File: config.mk
export PLATFORM = sky130hd
export DESIGN_NAME = dmem_arbiter
export DESIGN_NICKNAME = d
export VERILOG_FILES = /design/src/rtl/dmem_arbiter.sv
export SDC_FILE = /design/constraint.sdc
export NUM_CORES = 1
export LEC_CHECK = 0
export CAP_MARGIN = 20
export CORE_AREA = 4 4 115 117
export CTS_CLUSTER_DIAMETER = 50
export DETAILED_ROUTE_END_ITERATION = 16
export DIE_AREA = 0 0 119 121
export GPL_ROUTABILITY_DRIVEN = 0
export GPL_TIMING_DRIVEN = 0
export PLACE_DENSITY = 0.77
export RECOVER_POWER = 100
export SYNTH_ARGS = -nofsm -noshare
export SYNTH_HDL_FRONTEND = slang
export SYNTH_SLANG_ARGS = --single-unit
File: constraint.sdc
create_clock -name clk -period 2.4 [get_ports clk]
set_clock_uncertainty 0.15 [all_clocks]
set_input_delay 0.48 -clock clk [delete_from_list [all_inputs] [get_ports clk]]
set_output_delay 0.48 -clock clk [all_outputs]
set_load 0.01 [all_outputs]
File: src/rtl/dmem_arbiter.sv
// dmem_arbiter: shares the single-port data memory between the load/store
// port (port 0) and the program/debug loader (port 1). Round-robin grant
// with an optional burst lock that a waiting port can break after MAX_LOCK
// consecutive locked grants. Read data returns one cycle after acceptance.
module dmem_arbiter #(
  parameter int AW       = 32,
  parameter int DW       = 32,
  parameter int MAX_LOCK = 4
) (
  input  logic          clk,
  input  logic          reset,
  input  logic          req0_valid,
  input  logic          req0_we,
  input  logic          req0_lock,
  input  logic [AW-1:0] req0_addr,
  input  logic [DW-1:0] req0_wdata,
  output logic          req0_ready,
  output logic          req0_rvalid,
  output logic [DW-1:0] req0_rdata,
  input  logic          req1_valid,
  input  logic          req1_we,
  input  logic          req1_lock,
  input  logic [AW-1:0] req1_addr,
  input  logic [DW-1:0] req1_wdata,
  output logic          req1_ready,
  output logic          req1_rvalid,
  output logic [DW-1:0] req1_rdata,
  output logic          mem_we,
  output logic [AW-1:0] mem_addr,
  output logic [DW-1:0] mem_wdata,
  input  logic [DW-1:0] mem_rdata
);

  localparam logic [3:0] LOCK_MAX = 4'(MAX_LOCK);

  // arbitration state: last granted port doubles as the current owner
  logic          last_r;
  logic          owner_locked_r;
  logic [3:0]    lock_cnt_r;

  // read response registers
  logic          rvalid0_r;
  logic          rvalid1_r;
  logic [DW-1:0] rdata0_r;
  logic [DW-1:0] rdata1_r;

  // arbitration result and winner's request fields
  logic          owner_req_s;
  logic          other_req_s;
  logic          grant_s;
  logic          win_s;
  logic          win_we_s;
  logic          win_lock_s;
  logic [AW-1:0] win_addr_s;
  logic [DW-1:0] win_wdata_s;
  logic          continue_lock_s;
  logic [3:0]    lock_cnt_next_s;

  // pick the winner: locked owner, then forced switch, then round-robin
  always_comb begin
    owner_req_s = last_r ? req1_valid : req0_valid;
    other_req_s = last_r ? req0_valid : req1_valid;
    grant_s     = 1'b0;
    win_s       = last_r;
    if (!reset) begin
      grant_s = 1'b0;
      win_s   = last_r;
    end else if (owner_locked_r && owner_req_s && (lock_cnt_r < LOCK_MAX)) begin
      grant_s = 1'b1;
      win_s   = last_r;
    end else if (owner_locked_r && (lock_cnt_r == LOCK_MAX) && other_req_s) begin
      // lock budget spent while the other port waits: hand over
      grant_s = 1'b1;
      win_s   = ~last_r;
    end else if (other_req_s) begin
      grant_s = 1'b1;
      win_s   = ~last_r;
    end else if (owner_req_s) begin
      grant_s = 1'b1;
      win_s   = last_r;
    end else begin
      grant_s = 1'b0;
      win_s   = last_r;
    end
  end

  // route the winner's request fields and compute the next lock count
  always_comb begin
    win_we_s        = win_s ? req1_we    : req0_we;
    win_lock_s      = win_s ? req1_lock  : req0_lock;
    win_addr_s      = win_s ? req1_addr  : req0_addr;
    win_wdata_s     = win_s ? req1_wdata : req0_wdata;
    continue_lock_s = owner_locked_r && (win_s == last_r) && win_lock_s;
    lock_cnt_next_s = 4'd0;
    if (!continue_lock_s) begin
      lock_cnt_next_s = 4'd0;
    end else if (lock_cnt_r >= LOCK_MAX) begin
      lock_cnt_next_s = LOCK_MAX;
    end else begin
      lock_cnt_next_s = lock_cnt_r + 4'd1;
    end
  end

  // memory side and ready strobes follow the grant in the same cycle
  always_comb begin
    req0_ready = grant_s && !win_s;
    req1_ready = grant_s && win_s;
    if (grant_s) begin
      mem_we    = win_we_s;
      mem_addr  = win_addr_s;
      mem_wdata = win_wdata_s;
    end else begin
      mem_we    = 1'b0;
      mem_addr  = {AW{1'b0}};
      mem_wdata = {DW{1'b0}};
    end
  end

  // arbitration state update; an idle cycle means the owner dropped valid
  always_ff @(posedge clk) begin
    if (!reset) begin
      last_r         <= 1'b1;
      owner_locked_r <= 1'b0;
      lock_cnt_r     <= 4'd0;
    end else if (grant_s) begin
      last_r         <= win_s;
      owner_locked_r <= win_lock_s;
      lock_cnt_r     <= lock_cnt_next_s;
    end else begin
      owner_locked_r <= 1'b0;
      lock_cnt_r     <= 4'd0;
    end
  end

  // capture read data on acceptance; rvalid is a one-cycle pulse
  always_ff @(posedge clk) begin
    if (!reset) begin
      rvalid0_r <= 1'b0;
      rvalid1_r <= 1'b0;
      rdata0_r  <= {DW{1'b0}};
      rdata1_r  <= {DW{1'b0}};
    end else begin
      rvalid0_r <= grant_s && !win_s && !win_we_s;
      rvalid1_r <= grant_s && win_s && !win_we_s;
      if (grant_s && !win_s && !win_we_s) begin
        rdata0_r <= mem_rdata;
      end else begin
        rdata0_r <= rdata0_r;
      end
      if (grant_s && win_s && !win_we_s) begin
        rdata1_r <= mem_rdata;
      end else begin
        rdata1_r <= rdata1_r;
      end
    end
  end

  assign req0_rvalid = rvalid0_r;
  assign req1_rvalid = rvalid1_r;
  assign req0_rdata  = rdata0_r;
  assign req1_rdata  = rdata1_r;

endmodule

Word level (Yosys, flattened, before mapping)
Index checks and enable logic that the tools add are counted.
Word-level totals
  logic and storage cells: 51
  output and inout bits: 133
  flip-flop bits (word level): 72
Operators by class
  eq/ne operators: 2
  add/subtract/negate cells: 1
  reductions and logical operators: 15
  $lt $le $gt $ge: 2
  bitwise gates (word level): 4
  muxes and demuxes: 19
Operator list (number)
  32-bit two-way mux: 4
  1-bit two-way mux: 14
  1-bit logical AND: 10
  4-bit by 1-bit adder with 4-bit output (second input constant): 1
  4-bit by 3-bit == test with 1-bit output (second input constant): 1
  4-bit by 3-bit greater-or-equal comparator with 1-bit output (second input constant): 1
  4-bit by 3-bit less-than comparator with 1-bit output (second input constant): 1
  1-bit inverter: 4
  4-bit OR reduction: 1
  3-bit two-way mux: 1
  3-bit AND reduction: 1
  1-bit logical NOT: 2
  2-bit AND reduction: 1
  1-bit == test: 1

Depth between registers and ports, before layout
  word-level depth: 11
  gate-level depth with buffers: 8
  mapped depth without buffers: 6

Worst setup path before layout
No wires, ideal clock.
  kind: reg2out
  start point: register owner_locked_r
  end point: output mem_addr[10]
  arrival time: 1781 ps
  stages on the path, launching flop included: 8
  setup slack: -11 ps
  path through: dfxtp_1 nor3b_2 xnor2_1 o21ai_1 nor2_1 clkbuf_1 clkbuf_1 a22o_1
On the way
  cells in the longest elaborated chain, start to end: 7
  elaborated cells on any way between the ends: 12
  classes of those cells: mux: 8; reduce/logical: 4
Ends and longest elaborated chain
  start, declared: RTL line 38  | logic owner_locked_r;
  start signal, assigned: RTL line 127  | owner_locked_r <= win_lock_s;
  1-bit logical AND (2 in series): RTL line 71  | end else if (owner_locked_r && (lock_cnt_r == LOCK_MAX) && other_req_s) begin
  1-bit two-way mux: RTL line 71
  1-bit two-way mux: RTL line 68  | end else if (owner_locked_r && owner_req_s && (lock_cnt_r < LOCK_MAX)) begin
  1-bit two-way mux: RTL line 65  | if (!reset) begin
  32-bit two-way mux: RTL line 91  | win_addr_s = win_s ? req1_addr : req0_addr;
  32-bit two-way mux (*): RTL line 108  | if (grant_s) begin
  end, declared: RTL line 29  | output logic [AW-1:0] mem_addr,
Every way passes the cells marked *; elsewhere a longest branch is shown, timed or not.

Worst setup path after layout
  start point: register lock_cnt_r[3]
  end point: output mem_wdata[7]
On the way
  cells in the longest elaborated chain, start to end: 8
  elaborated cells on any way between the ends: 13
  classes of those cells: order compare: 1; eq/ne: 1; mux: 8; reduce/logical: 3
Ends and longest elaborated chain
  start, declared: RTL line 39  | logic [3:0] lock_cnt_r;
  start signal, assigned: RTL line 128  | lock_cnt_r <= lock_cnt_next_s;
  4-bit by 3-bit == test with 1-bit output: RTL line 71
  1-bit logical AND (2 in series): RTL line 71
  1-bit two-way mux: RTL line 71
  1-bit two-way mux: RTL line 68
  1-bit two-way mux: RTL line 65
  32-bit two-way mux: RTL line 92  | win_wdata_s = win_s ? req1_wdata : req0_wdata;
  32-bit two-way mux (*): RTL line 108
  end, declared: RTL line 30  | output logic [DW-1:0] mem_wdata,
Marked as above.

==> results.md <==
Outcome:
- The run finished, with violations left.
- The final reports fail on setup timing.

STA:
- Setup repair after global routing could not meet its margin everywhere.
- The shortest period the worst path allows is 2.74 ns.
- The final setup slack of the worst path is -0.342 ns.
- The hold violation count in the final report was 0.
- Dividing the final minimum period by the clock period gives 1.14.
- Setup violations remaining at the end of the flow were counted as 67.
- The remaining max-slew budget at the tightest pin is 0.572.
- Summed over all failing endpoints, the final setup total negative slack is -19.23 ns.
- The slew at the pin closest to its max-slew limit is 0.642 ns.
- The final number of max-transition violations was 0.
- Timing would allow up to 365 MHz.

Floorplan:
- The I/O pin total is 301.
- The floorplan has 41 rows.
- The full die area is 14400 sq um.
- The vertical die dimension is 121 microns.
- The die is 119 microns wide.
- The initial utilization of the core area, before any placement, comes to 0.281.
- After floorplanning, the core was sized to cover 12400 sq um.

Drt:
- The detailed router finished its first iteration with 222 violations.
- The wire length per cell is 21.0 microns.
- After detailed routing, the total wire length is 18.9 mm.
- The length of the first detailed-routing pass in iterations is 4.
- The detailed router placed 4305 vias in this run.
- The number of DRC violations after detailed routing is 0.
- The detail route stage leaves a number of antenna-violating nets equal to 0.
- The via density per instance is 4.80.

Clock network:
- Counting every sink on the clock net gives 72.
- The H-tree depth reported by CTS is 3.
- The maximum buffer depth of the clock tree is 2.
- The clock tree root buffer cell is sky130_fd_sc_hd__clkbuf_16.
- The post-CTS clock slew at the launch and capture registers of the worst setup and hold paths is 0.06 ns.
- The number of clock buffers inserted by TritonCTS is 9.
- At the later pin of the worst-skew pair, clock insertion delay measures 0.33 ns.
- TritonCTS built the clock tree.

Yosys:
- In this run, synthesis inferred 0 flip-flops with an integrated enable.
- For this run, the number of Yosys warnings is 0.
- Synthesis inferred 72 register bits.
- Of the synthesized area, sequential elements account for 0.415.
- Counting every net in the synthesized netlist gives 547.
- The average instance in the mapped netlist occupies 9.22 sq um.
- In this run, distinct cell masters in the synthesized netlist total 33.
- The share of synthesized registers carrying an async set or reset is 0.
- The cell area that synthesis handed to floorplanning was 3480 sq um.
- The synthesized instance count is 377.
- The primary flip-flop cell chosen by synthesis mapping is sky130_fd_sc_hd__dfxtp_1.

Setup path:
- The critical-path maximum fanout is 7.
- The required time at the endpoint of the critical path is 1.77 ns.
- The worst setup path is captured at a primary output.
- The critical path is of the flip-flop to primary output type.
- For the worst setup path, the data arrival time is 2.11 ns.
- STA classifies the critical path startpoint as a flip-flop.

Global route:
- Global routing finished with a remaining overflow of 0.
- The overall routing resource usage is 0.245.
- The first global-routing pass estimated 26.6 mm of wire.
- The via count of the first global-routing pass is 4472.
- Entering global routing, the biggest net connects 12 pins.
- The number of antenna violations at the first check in global routing is 2.

Place:
- The count of placed standard cells including taps is 848.
- The quantity of I/O buffers inserted on ports is 299.
- The instance area after placement is 6690 sq um.
- The detailed placement HPWL is 15.2 mm.

Layout:
- The utilization after layout is 0.605.
- The finished layout holds 897 standard cells, fillers aside.
- The final layout contains 890 nets.
- The layout-stage area growth over the synthesis result is 115%.
- The finished cells cover 7480 sq um.
- In the final layout, the share of cells above drive strength 1 is 0.222.

Power and ir drop:
- Summed over all cells, the static leakage comes to 3.29 nW.
- The peak supply drop is 631 uV.
- The power density of the placed cells is 531 nW/um^2.

Run:
- The number of max-cap violations is 0.

Worst hold path:
- The type of the worst min-delay path is flip-flop to flip-flop.
[cells in the mapped netlist, types with 3 or more instances]
| cell | n | area [sq um] |
|---|---|---|
| sky130_fd_sc_hd__nand2_1 | 100 | 375 |
| sky130_fd_sc_hd__dfxtp_1 | 72 | 1440 |
| sky130_fd_sc_hd__a22o_1 | 64 | 561 |
| sky130_fd_sc_hd__mux2i_1 | 64 | 641 |
| sky130_fd_sc_hd__clkbuf_1 | 16 | 60.1 |
| sky130_fd_sc_hd__inv_1 | 7 | 26.3 |
| sky130_fd_sc_hd__buf_2 | 6 | 30.0 |
| sky130_fd_sc_hd__buf_1 | 5 | 18.8 |
| sky130_fd_sc_hd__a211oi_1 | 3 | 22.5 |
| sky130_fd_sc_hd__buf_4 | 3 | 22.5 |
| sky130_fd_sc_hd__buf_6 | 3 | 33.8 |
| sky130_fd_sc_hd__inv_2 | 3 | 11.3 |
| sky130_fd_sc_hd__nor2_1 | 3 | 11.3 |
| sky130_fd_sc_hd__o211a_1 | 3 | 30.0 |
| sky130_fd_sc_hd__o21ai_1 | 3 | 15.0 |
[sequential cells by signal, indices dropped and copies added, names as in the netlist]
| name | flops |
|---|---|
| req1_rvalid | 1 |
| lock_cnt_r | 4 |
| req1_rdata | 32 |
| req0_rvalid | 1 |
| req0_rdata | 32 |
| last_r | 1 |
| owner_locked_r | 1 |
[placed cells by master, fill, tap and decap left out, types with 7 or more instances in the layout]
master                            instances
sky130_fd_sc_hd__buf_4                   23
sky130_fd_sc_hd__clkbuf_16               12
sky130_fd_sc_hd__inv_1                    7
sky130_fd_sc_hd__buf_2                   41
sky130_fd_sc_hd__clkdlybuf4s50_1        230
sky130_fd_sc_hd__clkbuf_1                11
sky130_fd_sc_hd__nand2_1                 99
sky130_fd_sc_hd__mux2i_1                 63
sky130_fd_sc_hd__a22o_1                  60
sky130_fd_sc_hd__buf_6                   41
sky130_fd_sc_hd__dfxtp_1                 69
[layer usage]
metal / global-route usage / part of all wire / vias up
li1: - / - / 2026
met2: 0.426 / 0.50 / 175
met1: 0.284 / 0.40 / 2076
met3: 0.0876 / 0.076 / 24
met5: 0 / 0.0011 / -
met4: 0.0688 / 0.023 / 4
[stage by stage]
step                      hold slack, ns  total power [mW]  setup WS, ns
after floorplan                    0.277              1.74        0.0850
after global placement             0.285              2.42         -1.38
after detailed placement           0.300              2.44         -1.39
after CTS                          0.309              3.92        -0.386
after global routing               0.331              4.13        -0.436
final                              0.309              3.98        -0.342
[power breakdown]
group	switching, mW	leakage, nW	internal [mW]
Clock	0.483	0.159	0.959
Combinational	0.489	2.54	0.727
Sequential	0.0456	0.590	1.27
Total	1.02	3.29	2.96
[logic make-up (layout without fill, tap and decap cells)]
kind of cell / Yosys count / after routing / share of synthesized area
AND/OR/NAND/NOR: 112 / 112 / 0.134
AO/OA/AOI/OAI: 82 / 82 / 0.198
flip-flops: 72 / 72 / 0.415
multiplexers: 64 / 64 / 0.184
buffers and inverters: 43 / 390 / 0.0583
adder cells (fa/ha/maj): 2 / 2 / 0.00720
other: 1 / 2 / 0.00108
XOR/XNOR: 1 / 1 / 0.00252
[timing repair]
action / 4_1_cts / 5_1_grt
buffers inserted: 17 / 11
hold buffers: 0 / 0
pin swaps: 38 / 18
gates resized for setup: 363 / 35
cloned: 3 / 4
endpoints found under the setup margin: 129 / 103
[worst max-delay path, cell delays in order (launching register included)]
cell,delay (ns)
sky130_fd_sc_hd__dfxtp_4,0.35
sky130_fd_sc_hd__nor3b_4,0.24
sky130_fd_sc_hd__xnor2_2,0.17
sky130_fd_sc_hd__buf_4,0.16
sky130_fd_sc_hd__a21oi_4,0.05
sky130_fd_sc_hd__nand2_2,0.11
sky130_fd_sc_hd__inv_4,0.06
sky130_fd_sc_hd__buf_12,0.14
sky130_fd_sc_hd__clkbuf_16,0.15
sky130_fd_sc_hd__a22o_1,0.21
sky130_fd_sc_hd__buf_2,0.15
[layout make-up]
cell class / instances / area (sq um)
tap: 172 / 215
multi-input combinational: 262 / 1950
inverter: 10 / 40.0
sequential: 72 / 1450
timing repair buffer: 332 / 3170
clock buffer: 12 / 256
fill: 1054 / 4880
antenna: 1 / 2.50
clock inverter: 3 / 65.1
buffer: 33 / 333
[worst paths after layout]
path / from / to / slack, ns / cells after the start
setup / recovery: lock_cnt_r[3] / mem_wdata[7] / -0.34 / 10
hold / removal: req0_rdata[31] / req0_rdata[31] / 0.31 / 2
setup reg to reg: lock_cnt_r[2] / req0_rdata[19] / 0 / 9
hold reg to reg: req0_rdata[31] / req0_rdata[31] / 0.31 / 2
Power figures use the tool's default switching activity.
